`src/rtl/game_pkg.sv`:
```
// Shared encodings, limits and BCD helper for the game session block.
package game_pkg;

  typedef enum logic [1:0] {
    SELECT    = 2'd0,
    COUNTDOWN = 2'd1,
    INGAME    = 2'd2,
    FINISH    = 2'd3
  } game_state_e;

  localparam logic [3:0] BLANK    = 4'd12;
  localparam logic [6:0] WORD_MAX = 7'd127;
  localparam logic [7:0] ERR_MAX  = 8'd255;
  localparam logic [6:0] SEC_MAX  = 7'd127;

  // Four decimal digits, ones in [3:0]; leading zeros kept.
  function automatic logic [15:0] bcd4(input logic [12:0] v);
    logic [12:0] r;
    logic [15:0] d;
    r = v;
    d = '0;
    for (int i = 0; i < 4; i++) begin
      d[i*4 +: 4] = 4'(r % 13'd10);
      r = r / 13'd10;
    end
    return d;
  endfunction

endpackage

```
`src/rtl/game_session_if.sv`:
```
// Controller <-> game engine interface: phase/mode/target and key events in,
// game status and display digits out.
interface game_session_if;
  import game_pkg::*;

  game_state_e state;
  logic        mode;
  logic [6:0]  target;
  logic        key_valid;
  logic        key_correct;
  logic        word_done;

  logic        finish;
  logic [6:0]  time_left;
  logic [6:0]  word_cnt;
  logic [7:0]  err_cnt;
  logic [6:0]  elapsed_s;
  logic [12:0] wpm;
  logic        wpm_valid;
  logic [15:0] disp;

  modport master (
    output state, mode, target, key_valid, key_correct, word_done,
    input  finish, time_left, word_cnt, err_cnt, elapsed_s, wpm, wpm_valid, disp
  );

  modport slave (
    input  state, mode, target, key_valid, key_correct, word_done,
    output finish, time_left, word_cnt, err_cnt, elapsed_s, wpm, wpm_valid, disp
  );
endinterface

```
`src/rtl/seq_divider.sv`:
```
// 13-bit restoring shift-subtract divider, one quotient bit per cycle.
// The first bit is resolved on the start edge, so done lands 13 cycles after start.
module seq_divider (
  input  logic        clk,
  input  logic        rst_n,
  input  logic        start,
  input  logic [12:0] num,
  input  logic [6:0]  den,
  output logic [12:0] quo,
  output logic        done
);

  logic [6:0]  rem;
  logic [3:0]  cnt;
  logic        busy;
  logic [12:0] q_src;
  logic [7:0]  sh;
  logic        fits;
  logic [6:0]  rem_nxt;

  // One restoring step; a new start restarts from the fresh numerator.
  always_comb begin
    q_src   = start ? num : quo;
    sh      = {(start ? 7'd0 : rem), q_src[12]};
    fits    = (sh >= {1'b0, den});
    rem_nxt = fits ? 7'(sh - {1'b0, den}) : sh[6:0];
  end

  // Iteration state; done is a single-cycle pulse.
  always_ff @(posedge clk or negedge rst_n) begin
    if (!rst_n) begin
      rem  <= '0;
      quo  <= '0;
      cnt  <= '0;
      busy <= 1'b0;
      done <= 1'b0;
    end else begin
      done <= 1'b0;
      if (start) begin
        if (den == 7'd0) begin
          quo  <= '0;
          rem  <= '0;
          busy <= 1'b0;
          done <= 1'b1;
        end else begin
          rem  <= rem_nxt;
          quo  <= {q_src[11:0], fits};
          cnt  <= 4'd12;
          busy <= 1'b1;
        end
      end else if (busy) begin
        rem <= rem_nxt;
        quo <= {q_src[11:0], fits};
        cnt <= cnt - 4'd1;
        if (cnt == 4'd1) begin
          busy <= 1'b0;
          done <= 1'b1;
        end
      end
    end
  end

endmodule

```
`src/rtl/game_session.sv`:
```
// INGAME timing, word/error counting, end-of-game detection and WPM result.
module game_session import game_pkg::*; #(
  parameter int CLK_HZ = 100_000_000
) (
  input logic           clk,
  input logic           rst_n,
  game_session_if.slave gs
);

  localparam int            PW      = (CLK_HZ > 1) ? $clog2(CLK_HZ) : 1;
  localparam logic [PW-1:0] PRE_MAX = PW'(CLK_HZ - 1);

  logic [PW-1:0] pre;
  game_state_e   st_q;
  logic          tick;
  logic          term;
  logic [12:0]   num;
  logic          div_start;
  logic          div_done;
  logic [12:0]   div_quo;
  logic [6:0]    words_left;

  assign tick       = (pre == PRE_MAX);
  // Terminal test uses registered counters; st_q==INGAME delays it one edge past entry.
  assign term       = gs.mode ? (gs.word_cnt >= gs.target) : (gs.time_left == 7'd0);
  assign num        = 13'(gs.word_cnt) * 13'd60;
  assign div_start  = (gs.state == FINISH) && (st_q != FINISH) && (gs.elapsed_s != 7'd0);
  assign words_left = (gs.target > gs.word_cnt) ? 7'(gs.target - gs.word_cnt) : 7'd0;

  seq_divider u_div (
    .clk   (clk),
    .rst_n (rst_n),
    .start (div_start),
    .num   (num),
    .den   (gs.elapsed_s),
    .quo   (div_quo),
    .done  (div_done)
  );

  // Phase seen at the last edge: marks INGAME/FINISH entry and selects the display source.
  always_ff @(posedge clk or negedge rst_n) begin
    if (!rst_n) st_q <= SELECT;
    else        st_q <= gs.state;
  end

  // Game counters, finish flag and WPM result.
  always_ff @(posedge clk or negedge rst_n) begin
    if (!rst_n) begin
      pre          <= '0;
      gs.finish    <= 1'b0;
      gs.time_left <= '0;
      gs.word_cnt  <= '0;
      gs.err_cnt   <= '0;
      gs.elapsed_s <= '0;
      gs.wpm       <= '0;
      gs.wpm_valid <= 1'b0;
    end else begin
      case (gs.state)
        INGAME: begin
          if (!gs.finish) begin
            pre <= tick ? '0 : pre + 1'b1;
            if (tick) begin
              if (gs.elapsed_s != SEC_MAX) gs.elapsed_s <= gs.elapsed_s + 7'd1;
              if (!gs.mode && gs.time_left != 7'd0) gs.time_left <= gs.time_left - 7'd1;
            end
            if (gs.word_done && gs.word_cnt != WORD_MAX) gs.word_cnt <= gs.word_cnt + 7'd1;
            if (gs.key_valid && !gs.key_correct && gs.err_cnt != ERR_MAX)
              gs.err_cnt <= gs.err_cnt + 8'd1;
            if (st_q == INGAME && term) gs.finish <= 1'b1;
          end
        end
        FINISH: begin
          // Zero elapsed time short-circuits the divider.
          if (st_q != FINISH && gs.elapsed_s == 7'd0) begin
            gs.wpm       <= '0;
            gs.wpm_valid <= 1'b1;
          end else if (div_done) begin
            gs.wpm       <= div_quo;
            gs.wpm_valid <= 1'b1;
          end
        end
        default: begin
          pre          <= '0;
          gs.finish    <= 1'b0;
          gs.time_left <= gs.mode ? 7'd0 : gs.target;
          gs.word_cnt  <= '0;
          gs.err_cnt   <= '0;
          gs.elapsed_s <= '0;
          gs.wpm       <= '0;
          gs.wpm_valid <= 1'b0;
        end
      endcase
    end
  end

  // Display digits derived only from registered values, so reset shows blanks at once.
  always_comb begin
    gs.disp = {4{BLANK}};
    case (st_q)
      INGAME:  gs.disp = gs.mode ? bcd4(13'(words_left)) : bcd4(13'(gs.time_left));
      FINISH:  if (gs.wpm_valid) gs.disp = bcd4(gs.wpm);
      default: gs.disp = {4{BLANK}};
    endcase
  end

endmodule

```
`src/flat_wrapper.sv`:
```
// flat-port wrapper written by rule: the top's interface ports become plain ports
module game_session_flat import game_pkg::*;
#(
  parameter int CLK_HZ = 100_000_000
)
  (clk, rst_n, gs_state, gs_mode, gs_target, gs_key_valid, gs_key_correct, gs_word_done, gs_finish, gs_time_left, gs_word_cnt, gs_err_cnt, gs_elapsed_s, gs_wpm, gs_wpm_valid, gs_disp);
  game_session_if gs_i ();
  input logic clk;
  input logic rst_n;
  input wire logic [$bits(gs_i.state)-1:0] gs_state;
  input wire logic [$bits(gs_i.mode)-1:0] gs_mode;
  input wire logic [$bits(gs_i.target)-1:0] gs_target;
  input wire logic [$bits(gs_i.key_valid)-1:0] gs_key_valid;
  input wire logic [$bits(gs_i.key_correct)-1:0] gs_key_correct;
  input wire logic [$bits(gs_i.word_done)-1:0] gs_word_done;
  output wire logic [$bits(gs_i.finish)-1:0] gs_finish;
  output wire logic [$bits(gs_i.time_left)-1:0] gs_time_left;
  output wire logic [$bits(gs_i.word_cnt)-1:0] gs_word_cnt;
  output wire logic [$bits(gs_i.err_cnt)-1:0] gs_err_cnt;
  output wire logic [$bits(gs_i.elapsed_s)-1:0] gs_elapsed_s;
  output wire logic [$bits(gs_i.wpm)-1:0] gs_wpm;
  output wire logic [$bits(gs_i.wpm_valid)-1:0] gs_wpm_valid;
  output wire logic [$bits(gs_i.disp)-1:0] gs_disp;
  assign gs_i.state = gs_state;
  assign gs_i.mode = gs_mode;
  assign gs_i.target = gs_target;
  assign gs_i.key_valid = gs_key_valid;
  assign gs_i.key_correct = gs_key_correct;
  assign gs_i.word_done = gs_word_done;
  assign gs_finish = gs_i.finish;
  assign gs_time_left = gs_i.time_left;
  assign gs_word_cnt = gs_i.word_cnt;
  assign gs_err_cnt = gs_i.err_cnt;
  assign gs_elapsed_s = gs_i.elapsed_s;
  assign gs_wpm = gs_i.wpm;
  assign gs_wpm_valid = gs_i.wpm_valid;
  assign gs_disp = gs_i.disp;
  game_session #(.CLK_HZ(CLK_HZ)) u_core (.clk(clk), .rst_n(rst_n), .gs(gs_i));
endmodule
```
`config.mk`:
```
export PLATFORM = sky130hd
export DESIGN_NAME = game_session_flat
export DESIGN_NICKNAME = d
export VERILOG_FILES = /design/src/rtl/game_pkg.sv /design/src/rtl/game_session_if.sv /design/src/rtl/seq_divider.sv /design/src/rtl/game_session.sv /design/src/flat_wrapper.sv
export SDC_FILE = /design/constraint.sdc
export NUM_CORES = 1
export LEC_CHECK = 0
export CORE_MARGIN = 2
export CORE_UTILIZATION = 35
export CTS_CLUSTER_SIZE = 12
export DETAILED_ROUTE_END_ITERATION = 8
export SETUP_SLACK_MARGIN = 0.5
export SLEW_MARGIN = 0
export SYNTH_ARGS = -nofsm -noshare
export SYNTH_HDL_FRONTEND = slang
export SYNTH_SLANG_ARGS = --single-unit
```
`constraint.sdc`:
```
create_clock -name clk -period 14.9 [get_ports clk]
set_clock_uncertainty 0.15 [all_clocks]
set_input_delay 2.98 -clock clk [delete_from_list [all_inputs] [get_ports clk]]
set_output_delay 2.98 -clock clk [all_outputs]
set_load 0.005 [all_outputs]
```
=== After elaboration in Yosys (flattened, before gate mapping) ===
Cells that the tools add are included.

* Bits in registers: 99
* Latch bits: 0
* Bits in writable memories: 0
* Bits in read-only memories: 0
* Input bits: 15
* Output and inout bits: 60
* Memories: 0

* Add/subtract/negate cells: 8
* Multiply operators: 1
* Divide/modulo/power cells: 21
* $lt $le $gt $ge: 3
* Eq/ne operators: 18
* Shift-type cells: 0
* Mux-type cells: 52
* Bitwise operators: 2
* Reductions and logical operators: 22

{| class="wikitable"
|+ Operators by type and width
! operator !! number
|-
| 13-bit by 4-bit modulo with 13-bit output, second input constant || 10
|-
| 7-bit 2-to-1 mux || 15
|-
| 13-bit by 4-bit divider with 13-bit output, second input constant || 7
|-
| 13-bit 2-to-1 mux || 6
|-
| 27-bit 2-to-1 mux || 2
|-
| 27-bit one-hot mux with 2 select lines || 1
|-
| 7-bit one-hot mux with 2 select lines || 3
|-
| 16-bit 2-to-1 mux || 2
|-
| 16-bit one-hot mux with 2 select lines || 1
|-
| 27-bit by 1-bit adder with 27-bit output, second input constant || 1
|-
| 27-bit equality test, second input constant || 1
|-
| 7-bit by 4-bit divider with 13-bit output, second input constant || 2
|-
| 7-bit by 4-bit modulo with 13-bit output, second input constant || 2
|-
| 13-bit one-hot mux with 2 select lines || 1
|-
| 8-bit 2-to-1 mux || 2
|-
| 8-bit one-hot mux with 2 select lines || 1
|-
| 7-bit by 1-bit adder with 7-bit output, second input constant || 2
|-
| 7-bit zero test || 2
|-
| 7-bit != test, second input constant || 2
|-
| 7-bit nonzero test || 2
|-
| 7-bit subtractor || 2
|-
| 1-bit 2-to-1 mux || 13
|-
| 4-bit 2-to-1 mux || 3
|-
| 7-bit by 4-bit multiplier with 11-bit output, second input constant || 1
|-
| other kinds (20) || 43
|}

=== Longest topological paths before layout ===
Gate-level depths: netlist of the first run.

* Word-level depth: 8
* Depth in mapped cells: 40

=== Hierarchy ===
A second synthesis of the first run with hierarchy kept.

* Cell total of the unflattened synthesis: 1249
* Area, all modules: 10264.8 sq um

{| class="wikitable"
|+ By module, submodules not included
! module !! times used !! cells each !! area an instance (sq um)
|-
| game_session || 1 || 1058 || 8535.7
|-
| seq_divider || 1 || 191 || 1729.2
|}

=== Least setup slack after synthesis of the first run ===
No wires, ideal clock.

* Kind: register to output
* From: register u_core.gs.wpm[8]
* To: output gs_disp[10]
* Arrival time: 7.682 ns
* Setup slack: 4.088 ns
* Stages on the path, launching flop included: 39
* Path buffers: 3
* Cells stage by stage: dfrtp_1 > buf_4 > buf_4 > nor4bb_1 > a211oi_2 > a31oi_2 > a2111oi_4 > a221o_1 > mux2_2 > or4_4 > nand2_1 > nand2_1 > nand2_1 > nand2_1 > inv_1 > xnor2_1 > ha_1 > maj3_1 > [3 not listed] > a211oi_1 > a22oi_1 > o31ai_1 > a21bo_1 > buf_6 > mux2i_1 > inv_1 > ha_1 > and3_1 > a31o_2 > a21oi_4 > xnor2_1 > ha_1 > a211oi_1 > mux2i_1 > a211oi_2 > mux2i_1 > a31oi_1

* Cells in the longest elaborated chain, start to end: 5

{| class="wikitable"
|+ RTL lines
! item !! RTL line !! text
|-
| start: declaration || game_session_if.sv:29 || <nowiki>output finish, time_left, word_cnt, err_cnt, elapsed_s, wpm, wpm_valid, disp</nowiki>
|-
| start signal: assignment || game_session.sv:78 || <nowiki>gs.wpm <= div_quo;</nowiki>
|-
| 13-bit by 4-bit divider with 13-bit output (2 in series) || game_pkg.sv:24 || <nowiki>r = r / 13'd10;</nowiki>
|-
| 13-bit by 4-bit modulo with 13-bit output || game_pkg.sv:23 || <nowiki>d[i*4 +: 4] = 4'(r % 13'd10);</nowiki>
|-
| 16-bit 2-to-1 mux || game_session.sv:101 || <nowiki>FINISH: if (gs.wpm_valid) gs.disp = bcd4(gs.wpm);</nowiki>
|-
| 16-bit one-hot mux with 2 select lines || game_session.sv:99 || <nowiki>case (st_q)</nowiki>
|-
| end: declaration || flat_wrapper.sv:23 || <nowiki>output wire logic [$bits(gs_i.disp)-1:0] gs_disp;</nowiki>
|}

No other way between the ends.

=== Final worst setup path of the first run ===
* From: register u_core.gs.wpm[10]
* To: output gs_disp[13]

* Cells in the longest elaborated chain, start to end: 6

{| class="wikitable"
|+ RTL lines
! item !! RTL line
|-
| 13-bit by 4-bit divider with 13-bit output (3 in series) || game_pkg.sv:24
|-
| 13-bit by 4-bit modulo with 13-bit output || game_pkg.sv:23
|-
| 16-bit 2-to-1 mux || game_session.sv:101
|-
| 16-bit one-hot mux with 2 select lines || game_session.sv:99
|}

No other way between the ends.

==> flow_summary.json, run 1 <==
{
  "place.gp.congestion": 0.861,
  "drive_gt1_share_pct": 4.87,
  "portBuffers": 74,
  "r2r_cells": 24,
  "cts_setup_buffers": 0,
  "die_w_um": 169,
  "cp-end-kind": "primary output",
  "initial_core_util_pct": 35.5,
  "powerDensity_nw_per_um2": 90.1,
  "first_pass_iters": 6,
  "cp.required_ns": 11.77,
  "htreeDepth": 3,
  "synth_edf_count": 0,
  "cts_hold_buf": 0,
  "wl_per_cell_um": 15.7,
  "crit-reg2reg-launch": "u_core.gs.word_cnt[2]$_DFFE_PN0P_",
  "dr_total_vias": 8733,
  "cts_tree": "built",
  "min_to": "u_core.u_div.rem[2]$_DFFE_PN0P_",
  "synth_warnings": 0,
  "drt_iter0_drc": 605,
  "clkTransAtPathRegs_ns": 0.07,
  "synthFlopType": "dfrtp_1",
  "dp.cells": 1537,
  "setup-violations-final": 0,
  "clockRootBuffer": "clkbuf_16",
  "ys_seq_area_share_pct": 25.9,
  "min_from": "u_core.u_div.rem[2]$_DFFE_PN0P_",
  "worst_path_most_repeated_cell": "nand2_1",
  "syn_inst": 1182,
  "row_count": 60,
  "areaGrowthSynthToFinish_pct": 12.8,
  "period_minus_slack_ns": 13.13,
  "vdd_drop_max_v": 0.0000718,
  "drt-vias-per-instance": 5.62,
  "cp_max_fo": 32,
  "finalSetupTns_ns": 0,
  "cts_resized": 0,
  "grt_max_degree": 53,
  "slowest_delay_ns": 0.94,
  "track_usage_pct": 17.0,
  "synth.most_common_cell": "nand2_1",
  "crit_arrival_ns": 10.00,
  "grt_overflow_total": 0,
  "synth_common_cells": "nand2_1 (122), dfrtp_1 (99), nor2_1 (98)",
  "cts_sinks": 99,
  "maxSlewViolCount": 0,
  "yosysTopAreaCellShare_pct": 25.9,
  "ios": 75,
  "maxSlewHeadroom_pct": 33.4,
  "ff2ff_setup_slack_ns": 9.02,
  "wl_met3_um": 904,
  "synthArstFlopShare_pct": 100,
  "core_area_um2": 26900,
  "synth_seq_cells": 99,
  "hp-class": "register to register",
  "fmax_ghz": 0.0762,
  "synth_top_area_cell": "dfrtp_1",
  "ys_types": 94,
  "routed.top_layer": "met4",
  "antenna_found_initial": 0,
  "ant_nets": 0,
  "holdWs_ns": 0.328,
  "fp.dieH_um": 169,
  "cts_buffer_depth": 2,
  "slowest_stage": "dfrtp_1",
  "timing.rr.end": "u_core.u_div.rem[0]$_DFFE_PN0P_",
  "crit_path_start_kind": "register",
  "final_nets": 1293,
  "tightest_slew_ns": 0.998,
  "min_delay_path_depth": 2,
  "post-route-drc-count": 0,
  "critPathTopFamily": "compound AO/OA/AOI/OAI gates",
  "synth_fp_nets": 1268,
  "synth.area.top_cells": "dfrtp_1 (26%), ha_1 (7.6%), nand2_1 (4.8%), o21ai_0 (4.5%), nor2_1 (3.9%)",
  "wl_um": 24300,
  "critPathBufInv": 3,
  "hold_violations": 0,
  "clk_latency_ns": 0.36,
  "grt_pass1_vias": 8228,
  "power.leakage_uw": 0.00450,
  "status": "finished, final reports clean",
  "syn_area_per_cell_um2": 8.08,
  "finalPower_uw": 971,
  "met1_length_um": 11400,
  "grt_setup_unrepaired": "false",
  "numCtsBuffers": 9,
  "dr_wl_met2_um": 11500,
  "grt_pass1_wl_um": 40900,
  "crit_type": "register to primary output",
  "hpwl_um": 18000,
  "die_area_um2": 28600,
  "min_period_over_period_pct": 88.1,
  "netlist_area_um2": 9550,
  "fin_cells": 1553,
  "diodes": 0,
  "cap_violations": 0
}
## registers in the layout (all words and copies together), names as in the netlist, 7 cells and up
register             cells
u_core.u_div.quo        13
u_core.pre              27
u_core.u_div.rem         7
u_core.gs.time_left      7
u_core.gs.word_cnt       7
u_core.gs.err_cnt        8
u_core.gs.wpm           13
u_core.gs.elapsed_s      7
## layout make-up
| cell class | instances | area, um^2 |
|---|---|---|
| multi-input cells | 945 | 6500 |
| repair buffers | 83 | 806 |
| clock buffers | 9 | 225 |
| clock inverters | 7 | 76.3 |
| fillers | 2752 | 16100 |
| well taps | 341 | 427 |
| inverters | 69 | 259 |
| flip-flops and latches | 99 | 2480 |
## report_power, final
group / internal, uW / switching, uW
Clock: 131 / 109
Combinational: 172 / 197
Sequential: 311 / 49.8
Total: 615 / 356
## worst register-to-register path: stages, from the launching register on
cell,delay (ns)
dfrtp_1,0.66
fa_1,0.53
fa_1,0.47
ha_1,0.34
nor2b_1,0.14
o21ai_0,0.16
nand2b_1,0.11
a21oi_1,0.15
o21bai_1,0.10
a21o_1,0.18
a21oi_1,0.16
xor2_1,0.17
nor2_1,0.06
a21oi_1,0.21
ha_1,0.19
inv_1,0.06
fa_1,0.41
a21o_1,0.18
a21oi_1,0.23
o21bai_1,0.10
a21oi_1,0.19
nor2b_1,0.07
nand2b_1,0.31
mux2_2,0.36
a21oi_1,0.14
## through the flow
step                      cell area, um^2  util (%)  worst slack, ns
final                               10800      40.1             1.77
after global routing                10800      40.1            0.842
after CTS                           10800      40.1             1.76
after detailed placement            10500      39.0             2.19
after global placement              10500      39.0             2.41
after floorplan                      9550         -             4.09
## kinds of logic after synthesis
| kind of cell | count (synthesis) | share of synthesized area (%) |
|---|---|---|
| compound gates | 339 | 24.7 |
| xor+xnor | 60 | 5.50 |
| fa+ha+maj | 76 | 10.9 |
| buf+inv | 138 | 5.94 |
| flops | 99 | 25.9 |
| mux | 34 | 3.71 |
| simple gates | 436 | 23.3 |
## metal layers
| metal | vias up | GRT usage [%] |
|---|---|---|
| li1 | 4325 | - |
| met1 | 4172 | 23.5 |
| met2 | 202 | 28.0 |
| met3 | 34 | 1.89 |
| met4 | 0 | 5.17 |
| met5 | - | 0 |
## how the worst max path moves through the flow
stage / startpoint / to / slack [ns] / cells after the start
floorplan: u_core.gs.wpm[8]$_DFFE_PN0P_ / gs_disp[10] / 4.09 / 38
global placement: u_core.gs.wpm[10]$_DFFE_PN0P_ / gs_disp[13] / 2.41 / 36
detailed placement: u_core.gs.wpm[10]$_DFFE_PN0P_ / gs_disp[13] / 2.19 / 37
CTS: u_core.gs.wpm[10]$_DFFE_PN0P_ / gs_disp[13] / 1.76 / 37
global route: u_core.gs.wpm[10]$_DFFE_PN0P_ / gs_disp[13] / 0.84 / 37
finish: u_core.gs.wpm[10]$_DFFE_PN0P_ / gs_disp[13] / 1.77 / 37
## layout by cell type (no fill, tap or decap), drive strengths merged, types with 10 or more instances in the layout
cell	count
nor2	98
nand2b	19
xor2	20
mux2i	26
nor3	22
fa	13
nand4	26
a21oi	68
or3	10
a21o	15
o21ai	89
and3	14
a211oi	16
buf	10
inv	69
nor2b	16
dfrtp	99
and2	33
a22o	15
nand3	35
ha	58
a31oi	17
nand2	122
xnor2	40
clkdlybuf4s50	73
Note: power is estimated with default switching activity, not from simulation.
==> inputs of run 2 (changes only) <==
--- a/config.mk
+++ b/config.mk
@@ -5,10 +5,13 @@
 export SDC_FILE = /design/constraint.sdc
 export NUM_CORES = 1
 export LEC_CHECK = 0
+export CELL_PAD_IN_SITES_DETAIL_PLACEMENT = 1
+export CELL_PAD_IN_SITES_GLOBAL_PLACEMENT = 2
 export CORE_MARGIN = 2
-export CORE_UTILIZATION = 35
+export CORE_UTILIZATION = 39
 export CTS_CLUSTER_SIZE = 12
 export DETAILED_ROUTE_END_ITERATION = 8
+export PLACE_DENSITY_LB_ADDON = 0.1
 export SETUP_SLACK_MARGIN = 0.5
 export SLEW_MARGIN = 0
 export SYNTH_ARGS = -nofsm -noshare
==> flow_summary.json, run 2 (synthesis results as in run 1) <==
{
  "hp-class": "register to register",
  "maxSlewHeadroom_pct": 32.8,
  "clockRootBuffer": "clkbuf_16",
  "layout_common_cells": "nand2_1 (122), dfrtp_1 (99), nor2_1 (98)",
  "vdd_drop_max_v": 0.0000498,
  "core_area_um2": 24200,
  "top_regs": "u_core.pre x27, u_core.gs.wpm x13, u_core.u_div.quo x13",
  "slowest_stage": "dfrtp_1",
  "top_register": "u_core.pre",
  "die_w_um": 160,
  "track_usage_pct": 21.6,
  "clk_latency_ns": 0.36,
  "cts_resized": 0,
  "power.leakage_uw": 0.00451,
  "first_pass_iters": 4,
  "grt_max_degree": 64,
  "dp.cells": 1522,
  "crit_path_start_kind": "register",
  "critPathTopFamily": "compound AO/OA/AOI/OAI gates",
  "htreeDepth": 3,
  "fmax_ghz": 0.0760,
  "finalSetupTns_ns": 0,
  "clkTransAtPathRegs_ns": 0.09,
  "multi_input_area_um2": 6500,
  "ff_latch_area_um2": 2480,
  "status": "finished, final reports clean",
  "diodes": 0,
  "cts_tree": "built",
  "critPathBufInv": 4,
  "row_count": 57,
  "cap_violations": 0,
  "die_area_um2": 25700,
  "grt_pass1_vias": 9006,
  "hold_violations": 0,
  "slowest_delay_ns": 0.97,
  "cts_buffer_depth": 2,
  "largest_reg_flops": 27,
  "portBuffers": 74,
  "grt_overflow_total": 0,
  "post-route-drc-count": 0,
  "grt_setup_unrepaired": "false",
  "numCtsBuffers": 9,
  "fin_ws_ns": 1.74,
  "final_nets": 1295,
  "hpwl_um": 20400,
  "min_period_over_period_pct": 88.3,
  "layout_commonest_cell": "nand2_1",
  "period_minus_slack_ns": 13.16,
  "antenna_found_initial": 0,
  "worst_path_most_repeated_cell": "nand2_1",
  "crit_arrival_ns": 10.03,
  "dr_total_vias": 8784,
  "initial_core_util_pct": 39.5,
  "areaGrowthSynthToFinish_pct": 12.7,
  "wl_um": 27300,
  "place_ws_ns": 2.14,
  "grt_pass1_wl_um": 46500,
  "cts_sinks": 99,
  "n_fill_cell": 2884,
  "drive_gt1_share_pct": 5.02,
  "tightest_slew_ns": 1.01,
  "cp.required_ns": 11.77,
  "drt_iter0_drc": 323,
  "crit_type": "register to primary output",
  "place.gp.congestion": 0.817,
  "cts_hold_buf": 0,
  "fin_cells": 1538,
  "setup-violations-final": 0,
  "powerDensity_nw_per_um2": 90.8,
  "ios": 75,
  "cp-end-kind": "primary output",
  "cts_setup_buffers": 0,
  "drt-vias-per-instance": 5.71,
  "ant_nets": 0,
  "holdWs_ns": 0.335,
  "wl_per_cell_um": 17.8,
  "cp_max_fo": 32,
  "maxSlewViolCount": 0,
  "fp.dieH_um": 160
}
run 2: cell types whose count changed in the layout (fill, tap and decap cells not counted), sizes merged:
cell and change:
inv +4, clkinv -1, bufinv -1, buf +2, clkinvlp -2
run 2: routing by layer:
metal | vias to the layer above | wire [um] | global-route usage, %
met5 | - | 0 | 0
met4 | 0 | 380 | 4.71
met3 | 24 | 674 | 2.43
met2 | 110 | 13500 | 37.8
met1 | 4323 | 12800 | 28.8
li1 | 4327 | - | -
run 2: power breakdown:
| group | internal [uW] | switching, uW | leakage [uW] | total, uW |
|---|---|---|---|---|
| Sequential | 311 | 51.8 | 0.00130 | 363 |
| Clock | 118 | 120 | 0.000145 | 238 |
| Combinational | 173 | 203 | 0.00307 | 376 |
run 2: worst reg2reg max path, stage by stage, from the launching register on:
cell and delay (ns):
dfrtp_1 0.63, fa_1 0.52, fa_1 0.49, ha_1 0.36, nor2b_1 0.15, o21ai_0 0.15, nand2b_1 0.11, a21oi_1 0.17
o21bai_1 0.11, a21o_1 0.19, a21oi_1 0.18, xor2_1 0.16, nor2_1 0.05, a21oi_1 0.19, ha_1 0.19, inv_1 0.06
fa_1 0.40, a21o_1 0.18, a21oi_1 0.22, o21bai_1 0.10, a21oi_1 0.23, nor2b_1 0.09, nand2b_1 0.34, mux2_2 0.37
a21oi_1 0.13
run 2: cell type report:
class | count | share of cell area (%)
Sequential cell | 99 | 23.0
Tap cell | 324 | 3.77
Timing Repair Buffer | 85 | 7.63
Clock buffer | 9 | 2.09
Inverter | 69 | 2.41
Multi-Input combinational cell | 945 | 60.5
Clock inverter | 7 | 0.616
run 2: final timing paths:
| path | start | slack, ns | end | cells past startpoint |
|---|---|---|---|---|
| max in group asynchronous | rst_n | 10.96 | u_core.gs.time_left[1]$_DFFE_PN0P_ | 2 |
| worst max register to register | u_core.gs.word_cnt[2]$_DFFE_PN0P_ | 8.93 | u_core.u_div.rem[0]$_DFFE_PN0P_ | 24 |
| min in group asynchronous | rst_n | 2.43 | u_core.u_div.rem[4]$_DFFE_PN0P_ | 1 |
| worst min-delay path | u_core.u_div.rem[1]$_DFFE_PN0P_ | 0.34 | u_core.u_div.rem[1]$_DFFE_PN0P_ | 2 |
| worst min register to register | u_core.u_div.rem[1]$_DFFE_PN0P_ | 0.34 | u_core.u_div.rem[1]$_DFFE_PN0P_ | 2 |
| worst max-delay path | u_core.gs.wpm[10]$_DFFE_PN0P_ | 1.74 | gs_disp[10] | 38 |
run 2: per-stage QoR:
step | utilization [%] | instance area, um^2 | total power (uW)
2_1_floorplan | - | 9550 | 633
3_3_place_gp | 43.3 | 10500 | 735
3_5_place_dp | 43.3 | 10500 | 747
4_1_cts | 44.5 | 10800 | 989
5_1_grt | 44.5 | 10800 | 1060
6_report | 44.5 | 10800 | 977
==> inputs of run 3 (changes only) <==
--- a/config.mk
+++ b/config.mk
@@ -11,6 +11,7 @@
 export CORE_UTILIZATION = 39
 export CTS_CLUSTER_SIZE = 12
 export DETAILED_ROUTE_END_ITERATION = 8
+export MAX_ROUTING_LAYER = met4
 export PLACE_DENSITY_LB_ADDON = 0.1
 export SETUP_SLACK_MARGIN = 0.5
 export SLEW_MARGIN = 0
==> flow_summary.json, run 3 (synthesis results as in run 1) <==
{
  "status": "finished, final reports clean",
  "routed.top_layer": "met4",
  "wl_per_cell_um": 17.7,
  "crit_path_start_kind": "register",
  "worst_path_most_repeated_cell": "nand2_1",
  "setup-violations-final": 0,
  "vdd_drop_max_v": 0.0000498,
  "r2r_cells": 24,
  "clockRootBuffer": "clkbuf_16",
  "switching_share_pct": 38.3,
  "grt_max_degree": 64,
  "period_minus_slack_ns": 13.13,
  "power.leakage_uw": 0.00451,
  "cp-end-kind": "primary output",
  "top_register": "u_core.pre",
  "hold_violations": 0,
  "wl_met3_um": 606,
  "p_sw_uw": 374,
  "powerDensity_nw_per_um2": 90.8,
  "clk_latency_ns": 0.36,
  "fin_cells": 1538,
  "drive_gt1_share_pct": 5.02,
  "diodes": 0,
  "wl_um": 27300,
  "top_regs": "u_core.pre x27, u_core.gs.wpm x13, u_core.u_div.quo x13",
  "portBuffers": 74,
  "grt_overflow_total": 0,
  "largest_reg_flops": 27,
  "min_from": "u_core.u_div.rem[1]$_DFFE_PN0P_",
  "layout_commonest_cell": "nand2_1",
  "first_pass_iters": 4,
  "power.clock.fraction_pct": 24.4,
  "cts_hold_buf": 0,
  "cts_resized": 0,
  "grt_setup_unrepaired": "false",
  "track_usage_pct": 22.3,
  "die_w_um": 160,
  "final_nets": 1295,
  "crit_start": "u_core.gs.wpm[10]$_DFFE_PN0P_",
  "crit_arrival_ns": 10.00,
  "numCtsBuffers": 9,
  "crit-reg2reg-launch": "u_core.gs.word_cnt[2]$_DFFE_PN0P_",
  "tightest_slew_ns": 0.998,
  "dp.cells": 1522,
  "ff2ff_setup_slack_ns": 8.93,
  "hp-class": "register to register",
  "antenna_found_initial": 0,
  "timing.rr.end": "u_core.u_div.rem[0]$_DFFE_PN0P_",
  "cts_sinks": 99,
  "post-route-drc-count": 0,
  "drt-vias-per-instance": 5.71,
  "core_area_um2": 24200,
  "cp_max_fo": 32,
  "comb_power_share_pct": 38.4,
  "slowest_delay_ns": 0.95,
  "row_count": 57,
  "maxSlewHeadroom_pct": 33.5,
  "initial_core_util_pct": 39.5,
  "cp.required_ns": 11.77,
  "maxSlewViolCount": 0,
  "met1_length_um": 12700,
  "clkTransAtPathRegs_ns": 0.09,
  "dr_total_vias": 8786,
  "dpl_cell_area_um2": 10500,
  "ant_nets": 0,
  "drt_iter0_drc": 354,
  "die_area_um2": 25700,
  "cp-endpoint": "gs_disp[10]",
  "cts_buffer_depth": 2,
  "place.gp.congestion": 0.829,
  "ios": 75,
  "grt_pass1_vias": 9007,
  "fmax_ghz": 0.0762,
  "layout_common_cells": "nand2_1 (122), dfrtp_1 (99), nor2_1 (98)",
  "fp.dieH_um": 160,
  "cap_violations": 0,
  "cts_tree": "built",
  "slowest_stage": "dfrtp_1",
  "holdWs_ns": 0.335,
  "htreeDepth": 3,
  "grt_pass1_wl_um": 46500,
  "p_int_uw": 602,
  "crit_type": "register to primary output",
  "dr_wl_met2_um": 13500,
  "p_seq_share_pct": 37.2,
  "cts_setup_buffers": 0,
  "fin_area_um2": 10800,
  "min_period_over_period_pct": 88.1,
  "hpwl_um": 20400,
  "areaGrowthSynthToFinish_pct": 12.7,
  "finalSetupTns_ns": 0
}
## run 3: cell counts in the layout (fill, tap and decap cells not counted)
No cell type changed its count.
## run 3: how the worst min path moves through the flow
stage,depth (start not counted),endpoint,slack [ns]
2_1_floorplan,2,u_core.u_div.rem[1]$_DFFE_PN0P_,0.29
3_3_place_gp,2,u_core.u_div.rem[2]$_DFFE_PN0P_,0.30
3_5_place_dp,2,u_core.u_div.rem[1]$_DFFE_PN0P_,0.32
4_1_cts,2,u_core.u_div.rem[1]$_DFFE_PN0P_,0.34
5_1_grt,1,u_core.pre[16]$_DFFE_PN0P_,0.37
6_report,2,u_core.u_div.rem[1]$_DFFE_PN0P_,0.34
## run 3: worst max-delay path, delay by kind of cell (launching register included)
family | cells | cell delay, ns
XOR/XNOR | 2 | 0.29
adder cells (fa/ha/maj) | 6 | 1.70
flip-flops | 1 | 0.95
AND/OR/NAND/NOR | 9 | 1.75
buffers and inverters | 4 | 0.98
AO/OA/AOI/OAI | 13 | 3.09
multiplexers | 4 | 0.86
## run 3: power groups by stage
| stage | logic (uW) | registers [uW] | clock network, uW |
|---|---|---|---|
| floorplan | 291 | 342 | 0 |
| global placement | 368 | 368 | 0 |
| detailed placement | 378 | 369 | 0 |
| CTS | 380 | 364 | 245 |
| global route | 432 | 372 | 254 |
| finish | 375 | 363 | 238 |
## run 3: metrics by stage
| step | total power [uW] | worst slack (ns) | utilization, % |
|---|---|---|---|
| finish | 976 | 1.77 | 44.5 |
| global route | 1060 | 0.804 | 44.5 |
| CTS | 989 | 1.69 | 44.5 |
| detailed placement | 747 | 2.14 | 43.3 |
| global placement | 735 | 2.36 | 43.3 |
| floorplan | 633 | 4.09 | - |
## run 3: layer usage
metal  global-route usage (%)  vias to the layer above
met5                        -                        -
met4                     4.83                        0
met3                     2.25                       24
met2                     37.9                      102
met1                     28.9                     4336
li1                         -                     4324
## run 3: cell type report
cell class	instances	area, um^2
clock buffer	9	225
clock inverter	7	66.3
fill	2884	13400
inverter	69	259
multi-input combinational	945	6500
sequential	99	2480
tap	324	405
timing repair buffer	85	821
